==> config.mk <==
export PLATFORM = sky130hd
export DESIGN_NAME = data_mem_ctrl
export DESIGN_NICKNAME = d
export VERILOG_FILES = /design/src/rtl/mem_ctrl_pkg.sv /design/src/rtl/mem_lane_unit.sv /design/src/rtl/data_mem_ctrl.sv
export SDC_FILE = /design/constraint.sdc
export NUM_CORES = 1
export LEC_CHECK = 0
export CAP_MARGIN = 20
export CORE_MARGIN = 4
export CORE_UTILIZATION = 45
export CTS_BUF_LIST = sky130_fd_sc_hd__clkbuf_4
export CTS_CLUSTER_DIAMETER = 150
export CTS_CLUSTER_SIZE = 8
export DETAILED_ROUTE_END_ITERATION = 16
export GPL_TIMING_DRIVEN = 0
export PLACE_DENSITY = 0.91
export SETUP_SLACK_MARGIN = 0.1
export SLEW_MARGIN = 20
export SYNTH_ARGS = -nofsm -noshare
export SYNTH_HDL_FRONTEND = slang
export SYNTH_HIERARCHICAL = 1
export SYNTH_SLANG_ARGS = --single-unit
==> constraint.sdc <==
create_clock -name clk -period 2.1 [get_ports clk]
set_input_delay 0.315 -clock clk [delete_from_list [all_inputs] [get_ports clk]]
set_output_delay 0.315 -clock clk [all_outputs]
set_load 0.005 [all_outputs]
==> src/rtl/mem_ctrl_pkg.sv <==
// Shared opcode constants, controller state encoding and opcode classification helpers
// for the MIPS data-memory controller.
package mem_ctrl_pkg;

  localparam logic [5:0] OP_LB  = 6'h20;
  localparam logic [5:0] OP_LH  = 6'h21;
  localparam logic [5:0] OP_LW  = 6'h23;
  localparam logic [5:0] OP_LBU = 6'h24;
  localparam logic [5:0] OP_LHU = 6'h25;
  localparam logic [5:0] OP_SB  = 6'h28;
  localparam logic [5:0] OP_SH  = 6'h29;
  localparam logic [5:0] OP_SW  = 6'h2b;

  typedef enum logic [1:0] {
    ST_IDLE  = 2'd0,
    ST_READ  = 2'd1,
    ST_WRITE = 2'd2,
    ST_DONE  = 2'd3
  } state_e;

  function automatic logic is_mem_op(input logic [5:0] op);
    case (op)
      OP_LB, OP_LH, OP_LW, OP_LBU, OP_LHU, OP_SB, OP_SH, OP_SW: is_mem_op = 1'b1;
      default: is_mem_op = 1'b0;
    endcase
  endfunction

  function automatic logic is_load(input logic [5:0] op);
    case (op)
      OP_LB, OP_LH, OP_LW, OP_LBU, OP_LHU: is_load = 1'b1;
      default: is_load = 1'b0;
    endcase
  endfunction

  function automatic logic is_misaligned(input logic [5:0] op, input logic [1:0] off);
    case (op)
      OP_LH, OP_LHU, OP_SH: is_misaligned = off[0];
      OP_LW, OP_SW:         is_misaligned = (off != 2'b00);
      default:              is_misaligned = 1'b0;
    endcase
  endfunction

endpackage

==> src/rtl/mem_lane_unit.sv <==
// Byte/halfword lane handling: merges store data into the read word for SB/SH and
// extracts and extends load results from the bus word.
module mem_lane_unit
  import mem_ctrl_pkg::*;
(
  input  logic [5:0]  opcode_i,
  input  logic [1:0]  byte_off_i,
  input  logic [31:0] wdata_i,
  input  logic [31:0] rdata_i,
  output logic [31:0] merged_o,
  output logic [31:0] load_o
);

  logic [7:0]  lane_byte_s;
  logic [15:0] lane_half_s;

  // Lane selection, store merge and load extension
  always_comb begin
    merged_o    = wdata_i;
    load_o      = 32'h0000_0000;
    lane_byte_s = rdata_i[{byte_off_i, 3'b000} +: 8];
    lane_half_s = byte_off_i[1] ? rdata_i[31:16] : rdata_i[15:0];
    case (opcode_i)
      OP_SB: begin
        merged_o = rdata_i;
        merged_o[{byte_off_i, 3'b000} +: 8] = wdata_i[7:0];
      end
      OP_SH: begin
        if (byte_off_i[1]) begin
          merged_o = {wdata_i[15:0], rdata_i[15:0]};
        end else begin
          merged_o = {rdata_i[31:16], wdata_i[15:0]};
        end
      end
      OP_LB:  load_o = {{24{lane_byte_s[7]}}, lane_byte_s};
      OP_LBU: load_o = {24'h00_0000, lane_byte_s};
      OP_LH:  load_o = {{16{lane_half_s[15]}}, lane_half_s};
      OP_LHU: load_o = {16'h0000, lane_half_s};
      OP_LW:  load_o = rdata_i;
      default: merged_o = wdata_i;
    endcase
  end

endmodule

==> src/rtl/data_mem_ctrl.sv <==
// Data-memory controller: accepts one load/store from the core, runs the bus
// transfer (read-modify-write for SB/SH) and returns a one-cycle completion pulse.
module data_mem_ctrl
  import mem_ctrl_pkg::*;
(
  input  logic        clk,
  input  logic        reset,
  input  logic        req_valid,
  input  logic [5:0]  req_opcode,
  input  logic [31:0] req_addr,
  input  logic [31:0] req_wdata,
  output logic        stall,
  output logic        rsp_valid,
  output logic [31:0] rsp_rdata,
  output logic        misaligned,
  output logic [31:0] data_address,
  output logic        data_read,
  output logic        data_write,
  output logic [31:0] data_writedata,
  input  logic [31:0] data_readdata,
  input  logic        data_waitrequest
);

  state_e      state_q;
  logic [5:0]  op_q;
  logic [31:0] addr_q;
  logic [31:0] wdata_q;
  logic [31:0] wr_word_q;
  logic [31:0] rsp_rdata_q;
  logic        rsp_valid_q;
  logic        misaligned_q;
  logic [31:0] merged_s;
  logic [31:0] load_s;

  mem_lane_unit u_lane (
    .opcode_i   (op_q),
    .byte_off_i (addr_q[1:0]),
    .wdata_i    (wdata_q),
    .rdata_i    (data_readdata),
    .merged_o   (merged_s),
    .load_o     (load_s)
  );

  // Controller FSM with request latch and registered response/write data
  always_ff @(posedge clk) begin
    if (reset) begin
      state_q      <= ST_IDLE;
      op_q         <= 6'h00;
      addr_q       <= 32'h0000_0000;
      wdata_q      <= 32'h0000_0000;
      wr_word_q    <= 32'h0000_0000;
      rsp_rdata_q  <= 32'h0000_0000;
      rsp_valid_q  <= 1'b0;
      misaligned_q <= 1'b0;
    end else begin
      rsp_valid_q  <= 1'b0;
      misaligned_q <= 1'b0;
      rsp_rdata_q  <= 32'h0000_0000;
      case (state_q)
        ST_IDLE: begin
          if (req_valid && is_mem_op(req_opcode)) begin
            op_q    <= req_opcode;
            addr_q  <= req_addr;
            wdata_q <= req_wdata;
            if (is_misaligned(req_opcode, req_addr[1:0])) begin
              state_q      <= ST_DONE;
              rsp_valid_q  <= 1'b1;
              misaligned_q <= 1'b1;
            end else if (req_opcode == OP_SW) begin
              state_q   <= ST_WRITE;
              wr_word_q <= req_wdata;
            end else begin
              state_q <= ST_READ;
            end
          end else begin
            state_q <= ST_IDLE;
          end
        end
        ST_READ: begin
          if (!data_waitrequest) begin
            if (is_load(op_q)) begin
              state_q     <= ST_DONE;
              rsp_valid_q <= 1'b1;
              rsp_rdata_q <= load_s;
            end else begin
              state_q   <= ST_WRITE;
              wr_word_q <= merged_s;
            end
          end else begin
            state_q <= ST_READ;
          end
        end
        ST_WRITE: begin
          if (!data_waitrequest) begin
            state_q     <= ST_DONE;
            rsp_valid_q <= 1'b1;
          end else begin
            state_q <= ST_WRITE;
          end
        end
        ST_DONE: state_q <= ST_IDLE;
        default: state_q <= ST_IDLE;
      endcase
    end
  end

  // Pipeline freeze: raised as soon as a memory op is presented in IDLE
  always_comb begin
    stall = 1'b0;
    case (state_q)
      ST_IDLE:            stall = req_valid && is_mem_op(req_opcode);
      ST_READ, ST_WRITE:  stall = 1'b1;
      default:            stall = 1'b0;
    endcase
  end

  assign data_read      = (state_q == ST_READ);
  assign data_write     = (state_q == ST_WRITE);
  assign data_address   = {addr_q[31:2], 2'b00};
  assign data_writedata = wr_word_q;
  assign rsp_valid      = rsp_valid_q;
  assign rsp_rdata      = rsp_rdata_q;
  assign misaligned     = misaligned_q;

endmodule

# ---- Word level (Yosys, flattened, before mapping)
# Cells that the tools add are included.
dict set report totals {
  elab_cells 88
  out_inout_bits 101
  inputBits 106
  regBits 138
}
dict set report classes {
  bitwise_logic 3
  n_eq_ne 23
  shifts 3
  mux 36
  reduce_logical 14
  add_sub_neg 1
}
# operator count
set ops {}
lappend ops {{32-bit 2-to-1 mux} 6}
lappend ops {{32-bit case mux with 5 select lines} 1}
lappend ops {{32-bit case mux with 2 select lines} 2}
lappend ops {{6-bit equality test (second input constant)} 15}
lappend ops {{32-bit bitwise mux} 1}
lappend ops {{8-bit by 7-bit variable shift with 32-bit output (first input constant)} 1}
lappend ops {{32-bit by 6-bit variable part select with 8-bit output} 1}
lappend ops {{8-bit by 7-bit variable part select with 32-bit output} 1}
lappend ops {{1-bit 2-to-1 mux} 17}
lappend ops {{16-bit 2-to-1 mux} 1}
lappend ops {{2-bit inequality test (second input constant)} 5}
lappend ops {{2-bit 2-to-1 mux} 4}
lappend ops {{2-bit case mux with 4 select lines} 1}
lappend ops {{8-bit OR reduction} 1}
lappend ops {{5-bit negation with 7-bit output} 1}
lappend ops {{6-bit AND reduction} 1}
lappend ops {{2-bit OR reduction} 3}
lappend ops {{5-bit OR reduction} 1}
lappend ops {{2-bit equality test (second input constant)} 2}
lappend ops {{1-bit case mux with 2 select lines} 2}
lappend ops {{2-bit nonzero test} 2}
lappend ops {{4-bit OR reduction} 1}
lappend ops {{1-bit NOT} 3}
lappend ops {{1-bit case mux with 3 select lines} 1}
lappend ops {{other kinds (5)} 6}

# ---- Logic depth before layout (Yosys ltp)
dict set report logic_depth {
  ltp_word 12
  ltp_mapped 10
  ltp_nobuf 8
}

# ---- Hierarchy
# The synthesis kept the hierarchy.
# module area_each_um2 seq_area_each_um2 instances cells_per_inst
set by_module_without_submodules {}
lappend by_module_without_submodules {data_mem_ctrl 5539.1 2762.6 1 593}
lappend by_module_without_submodules {mem_lane_unit 1514.0 0.0 1 225}

# ---- Least setup slack after synthesis
# No wires, ideal clock.
dict set report synth_path {
  path_kind {register -> register}
  from {register addr_q[1]}
  to {register wr_word_q[25], in the netlist data_writedata[25]}
  slack_ns -0.235
  arrival_time_ns 2.254
  n_path_buf 1
  t_required_ns 2.019
  path_stages_with_launch 9
  cell_sequence {dfxtp_1 > buf_2 > inv_2 > ha_1 > nor4_1 > a21oi_1 > a21oi_1 > mux2i_1 > a211oi_2}
}
dict set report synth_between {
  elab_chain_cells 7
}
# item line_no
set synth_rtl {}
lappend synth_rtl {{start, declared} data_mem_ctrl.sv:26} ;# logic [31:0] addr_q;
lappend synth_rtl {{start signal, assigned} data_mem_ctrl.sv:63} ;# addr_q <= req_addr;
lappend synth_rtl {{5-bit negation with 7-bit output} mem_lane_unit.sv:26} ;# merged_o[{byte_off_i, 3'b000} +: 8] = wdata_i[7:0];
lappend synth_rtl {{8-bit by 7-bit variable part select with 32-bit output / 8-bit by 7-bit variable shift with 32-bit output (equally long branches)} mem_lane_unit.sv:26}
lappend synth_rtl {{32-bit bitwise mux} mem_lane_unit.sv:26}
lappend synth_rtl {{32-bit case mux with 2 select lines (*)} mem_lane_unit.sv:23} ;# case (opcode_i)
lappend synth_rtl {{via merged_s[25]} data_mem_ctrl.sv:32} ;# logic [31:0] merged_s;
lappend synth_rtl {{32-bit 2-to-1 mux (*)} data_mem_ctrl.sv:81} ;# if (is_load(op_q)) begin
lappend synth_rtl {{32-bit 2-to-1 mux (*)} data_mem_ctrl.sv:80} ;# if (!data_waitrequest) begin
lappend synth_rtl {{32-bit case mux with 2 select lines (*)} data_mem_ctrl.sv:59} ;# case (state_q)
lappend synth_rtl {{end signal, assigned} data_mem_ctrl.sv:71} ;# wr_word_q <= req_wdata;
lappend synth_rtl {{end signal, assigned} data_mem_ctrl.sv:87} ;# wr_word_q <= merged_s;
lappend synth_rtl {{end, declared} data_mem_ctrl.sv:28} ;# logic [31:0] wr_word_q;
# Mark *: on every way through the listed nets, which the timed path passes. The rest lies on a longest branch. The select of a mux whose other input is x is not followed.
# A chain may end at the register's enable or synchronous reset.

# ---- Worst setup path in the final report
dict set report layout_path {
  from {register addr_q[0]}
  to {register wr_word_q[23], in the netlist data_writedata[23]}
}
dict set report layout_between {
  elab_chain_cells 7
}
# item line_no
set layout_rtl {}
lappend layout_rtl {{5-bit negation with 7-bit output (*)} mem_lane_unit.sv:26}
lappend layout_rtl {{8-bit by 7-bit variable part select with 32-bit output / 8-bit by 7-bit variable shift with 32-bit output (equally long branches)} mem_lane_unit.sv:26}
lappend layout_rtl {{32-bit bitwise mux (*)} mem_lane_unit.sv:26}
lappend layout_rtl {{32-bit case mux with 2 select lines (*)} mem_lane_unit.sv:23}
lappend layout_rtl {{via merged_s[23]} data_mem_ctrl.sv:32}
lappend layout_rtl {{32-bit 2-to-1 mux (*)} data_mem_ctrl.sv:81}
lappend layout_rtl {{32-bit 2-to-1 mux (*)} data_mem_ctrl.sv:80}
lappend layout_rtl {{32-bit case mux with 2 select lines (*)} data_mem_ctrl.sv:59}
# Marks and branches as above.

==> results.yml <==
worst_hold_path:
  hold_depth: 3
  worstHoldPathType: "in2reg"
  min_to: "op_q[1]$_SDFFE_PP0P_"
  hp-start: "req_opcode[1]"
logic_synthesis:
  ys_ff_latch: 138
  yosys.area.top_type_share: 0.392
  yosysWarnings: 6
  ys_seq_area_frac: 0.392
  synth_cells: 818
  synthArstFlopShare: 0
  synth_area_um2: 7050
  yosys-top-cells-area: "dfxtp_1 39%, nand2_1 9.0%, a21oi_1 8.7%"
  synthFlopType: "dfxtp_1"
  ys_types: 62
  synth.avg_cell_area_um2: 8.62
  synth_edf_count: 0
  synth_top_area_cell: "dfxtp_1"
route:
  wl_um: 25000
  drtIter0Drc: 604
  via_per_inst: 5.61
  vias: 7293
  dr.pass1.iters: 5
  ant_nets: 0
  post_drt_wl_per_cell_um: 19.2
  drcViolationCount: 0
setup_path:
  cp.required_ps: 2510
  startpoint_type: "flop"
  cp-end-kind: "flop"
  cpPeakStageDelay_ps: 410
  r2r-start: "addr_q[0]$_SDFFE_PP0P_"
  timing.rr.end: "data_writedata[23]$_SDFFE_PP0P_"
  crit_type: "reg2reg"
  cp.arrival_ps: 2570
  cp_top_family: "compound AO/OA/AOI/OAI gates"
  crit_chain: "clkinvlp_4 -> ha_4 -> nor4b_4 -> a22oi_2 -> nor2_4 -> a221o_1 -> mux2i_2 -> a211oi_4"
  cp.buffers_inverters: 1
  rrSetupSlack_ps: -60
  r2r_cells: 8
  startpoint: "addr_q[0]$_SDFFE_PP0P_"
  crit_path_top_delay_cell: "dfxtp_4"
  crit_fanout: 8
clocking:
  numCtsBuffers: 17
  cts_tree: "built"
  cts.sinks: 138
  cts_buffer_depth: 2
  insertion_delay_ps: 550
  cts_root_buf: "clkbuf_4"
  cts.reportedPaths.clkPinSlew_ps: 120
  cts_htree_levels: 4
cells_and_area:
  drive_above_1_share: 0.209
  fin_nets: 1193
  syn_to_final_growth_pct: 46.4
  n_antenna_cell: 0
  final_cell_mix: "193 x clkdlybuf4s50_1, 167 x nand2_1, 129 x dfxtp_1"
  layout_commonest_cell: "clkdlybuf4s50_1"
die:
  coreArea_um2: 15300
  die_w_um: 133
  die_h_um: 133
  io_pins: 207
  die-area_um2: 17700
  rows: 45
  start_util: 0.462
sta:
  setup_viol_count_final: 2
  finalCriticalPeriod_ps: 2160
  period_share: 1.03
  rsz0062_at_grt: "yes"
  worst_pin_slew_ps: 851
  layout_setup_ws_ps: -58.6
  timing.hold.ws_ps: 141
  finClkSkew_ps: 17.5
  timing.final.max_slew_violations: 0
  relSlewSlack: 0.433
  fmax_mhz: 463
  timing.final.hold_violations: 0
place:
  portBuffers: 203
  place_congestion: 1.01
  hpwl_um: 18000
  place_ws_ps: -1060
grt:
  grt_pass1_vias: 7112
  antenna_found_initial: 0
  grt_pass1_wl_um: 36700
  grt.total_usage: 0.261
  grt_start_max_net_pins: 17
  grt.overflow.total: 0
status:
  violations: "negative setup slack"
  status: "complete, but fails checks"
power_and_ir_drop:
  seqPwrFrac: 0.529
  total_power_w: 0.00507
  netSwitchingPower_w: 0.00135
  pwr-share-comb: 0.136
  p_int_w: 0.00372
  powerDensity_nw_per_um2: 491
  ir_worst_vdd_uv: 552
  pwr-share-clk: 0.335
  sw_frac_of_total: 0.266
  leakage_nw: 3.90
flow_run:
  maxCapViolations: 0
[how the worst max path moves through the flow]
stage               cells past startpoint                         endpoint
floorplan                               9  data_writedata[17]$_SDFFE_PP0P_
global placement                        9                            stall
detailed placement                      9                            stall
CTS                                     8                            stall
global route                            8  data_writedata[22]$_SDFFE_PP0P_
finish                                  8  data_writedata[23]$_SDFFE_PP0P_
[final cells by class]
class                           instances  area (µm²)
Buffer                                 87         593
Clock buffer                           19         143
Clock inverter                         13         126
Fill cell                            1183        4930
Inverter                                9        52.6
Multi-Input combinational cell        583        3980
Sequential cell                       138        2780
Tap cell                              211         264
Timing Repair Buffer                  241        2380
[cells in the mapped netlist, types with 2 or more instances]
| master | n |
|---|---|
| a211oi_1 | 2 |
| nand2b_1 | 6 |
| a31oi_1 | 8 |
| nor3_1 | 3 |
| a21oi_1 | 123 |
| and2_1 | 34 |
| o22ai_1 | 3 |
| inv_2 | 2 |
| a21o_1 | 17 |
| a22o_1 | 16 |
| inv_1 | 6 |
| a211oi_2 | 30 |
| nand2_1 | 169 |
| buf_2 | 15 |
| clkbuf_1 | 33 |
| a22oi_1 | 9 |
| buf_4 | 35 |
| nand3_1 | 11 |
| a221o_1 | 16 |
| o211ai_1 | 6 |
| o21ai_0 | 2 |
| and3_1 | 8 |
| nor3_2 | 2 |
| nor2b_1 | 2 |
| or3_1 | 2 |
| buf_12 | 4 |
| ha_1 | 10 |
| mux2i_1 | 46 |
| nor2_1 | 28 |
| dfxtp_1 | 138 |
[per-layer routing]
layer / global-route usage / up-vias / part of all wire
met4: 0.0880 / 0 / 0.030
li1: - / 3374 / -
met3: 0.0857 / 67 / 0.11
met5: 0 / - / 0
met2: 0.445 / 437 / 0.48
met1: 0.310 / 3415 / 0.38
[sequential cells by signal (all words and copies together), names as in the netlist]
register        flops
addr_q             32
data_writedata     32
rsp_rdata          32
wdata_q            32
op_q                6
state_q             2
misaligned          1
rsp_valid           1
[power by group through the flow]
| stage | sequential, W | combinational, W | clock [W] |
|---|---|---|---|
| after floorplan | 0.00273 | 0.000264 | 0 |
| after global placement | 0.00274 | 0.000614 | 0 |
| after detailed placement | 0.00274 | 0.000622 | 0 |
| after CTS | 0.00268 | 0.000649 | 0.00171 |
| after global routing | 0.00268 | 0.000729 | 0.00184 |
| final | 0.00268 | 0.000689 | 0.00170 |
[logic make-up after synthesis]
family,Yosys count,synth area share
compound gates,242,0.250
fa+ha+maj,10,0.0177
simple gates,282,0.188
other cells,1,0.000532
mux,47,0.0685
flops,138,0.392
buf+inv,98,0.0837
[timing repair]
item / in CTS / in global routing
gates cloned: 0 / 3
resized for setup: 60 / 54
buffers inserted: 20 / 15
setup endpoints to repair: 64 / 64
hold buffers: 0 / 0
hold endpoints to repair: 0 / 0
pin swaps: 12 / 35
[metrics by stage]
step,std cells,util,area (µm²),TNS [ps]
final,1301,0.677,10300,-80.0
after global routing,1301,0.677,10300,-374
after CTS,1285,0.654,9970,-40.5
after detailed placement,1233,0.615,9390,-43040
after global placement,1233,0.615,9390,-37410
after floorplan,819,-,7090,0
[worst min-delay path: cells and delay by family]
family,cells,cell delay [ps]
AO/OA/AOI/OAI,1,50
AND/OR/NAND/NOR,1,100
buffers and inverters,1,200
No activity file was read; power rests on OpenSTA's default activity.
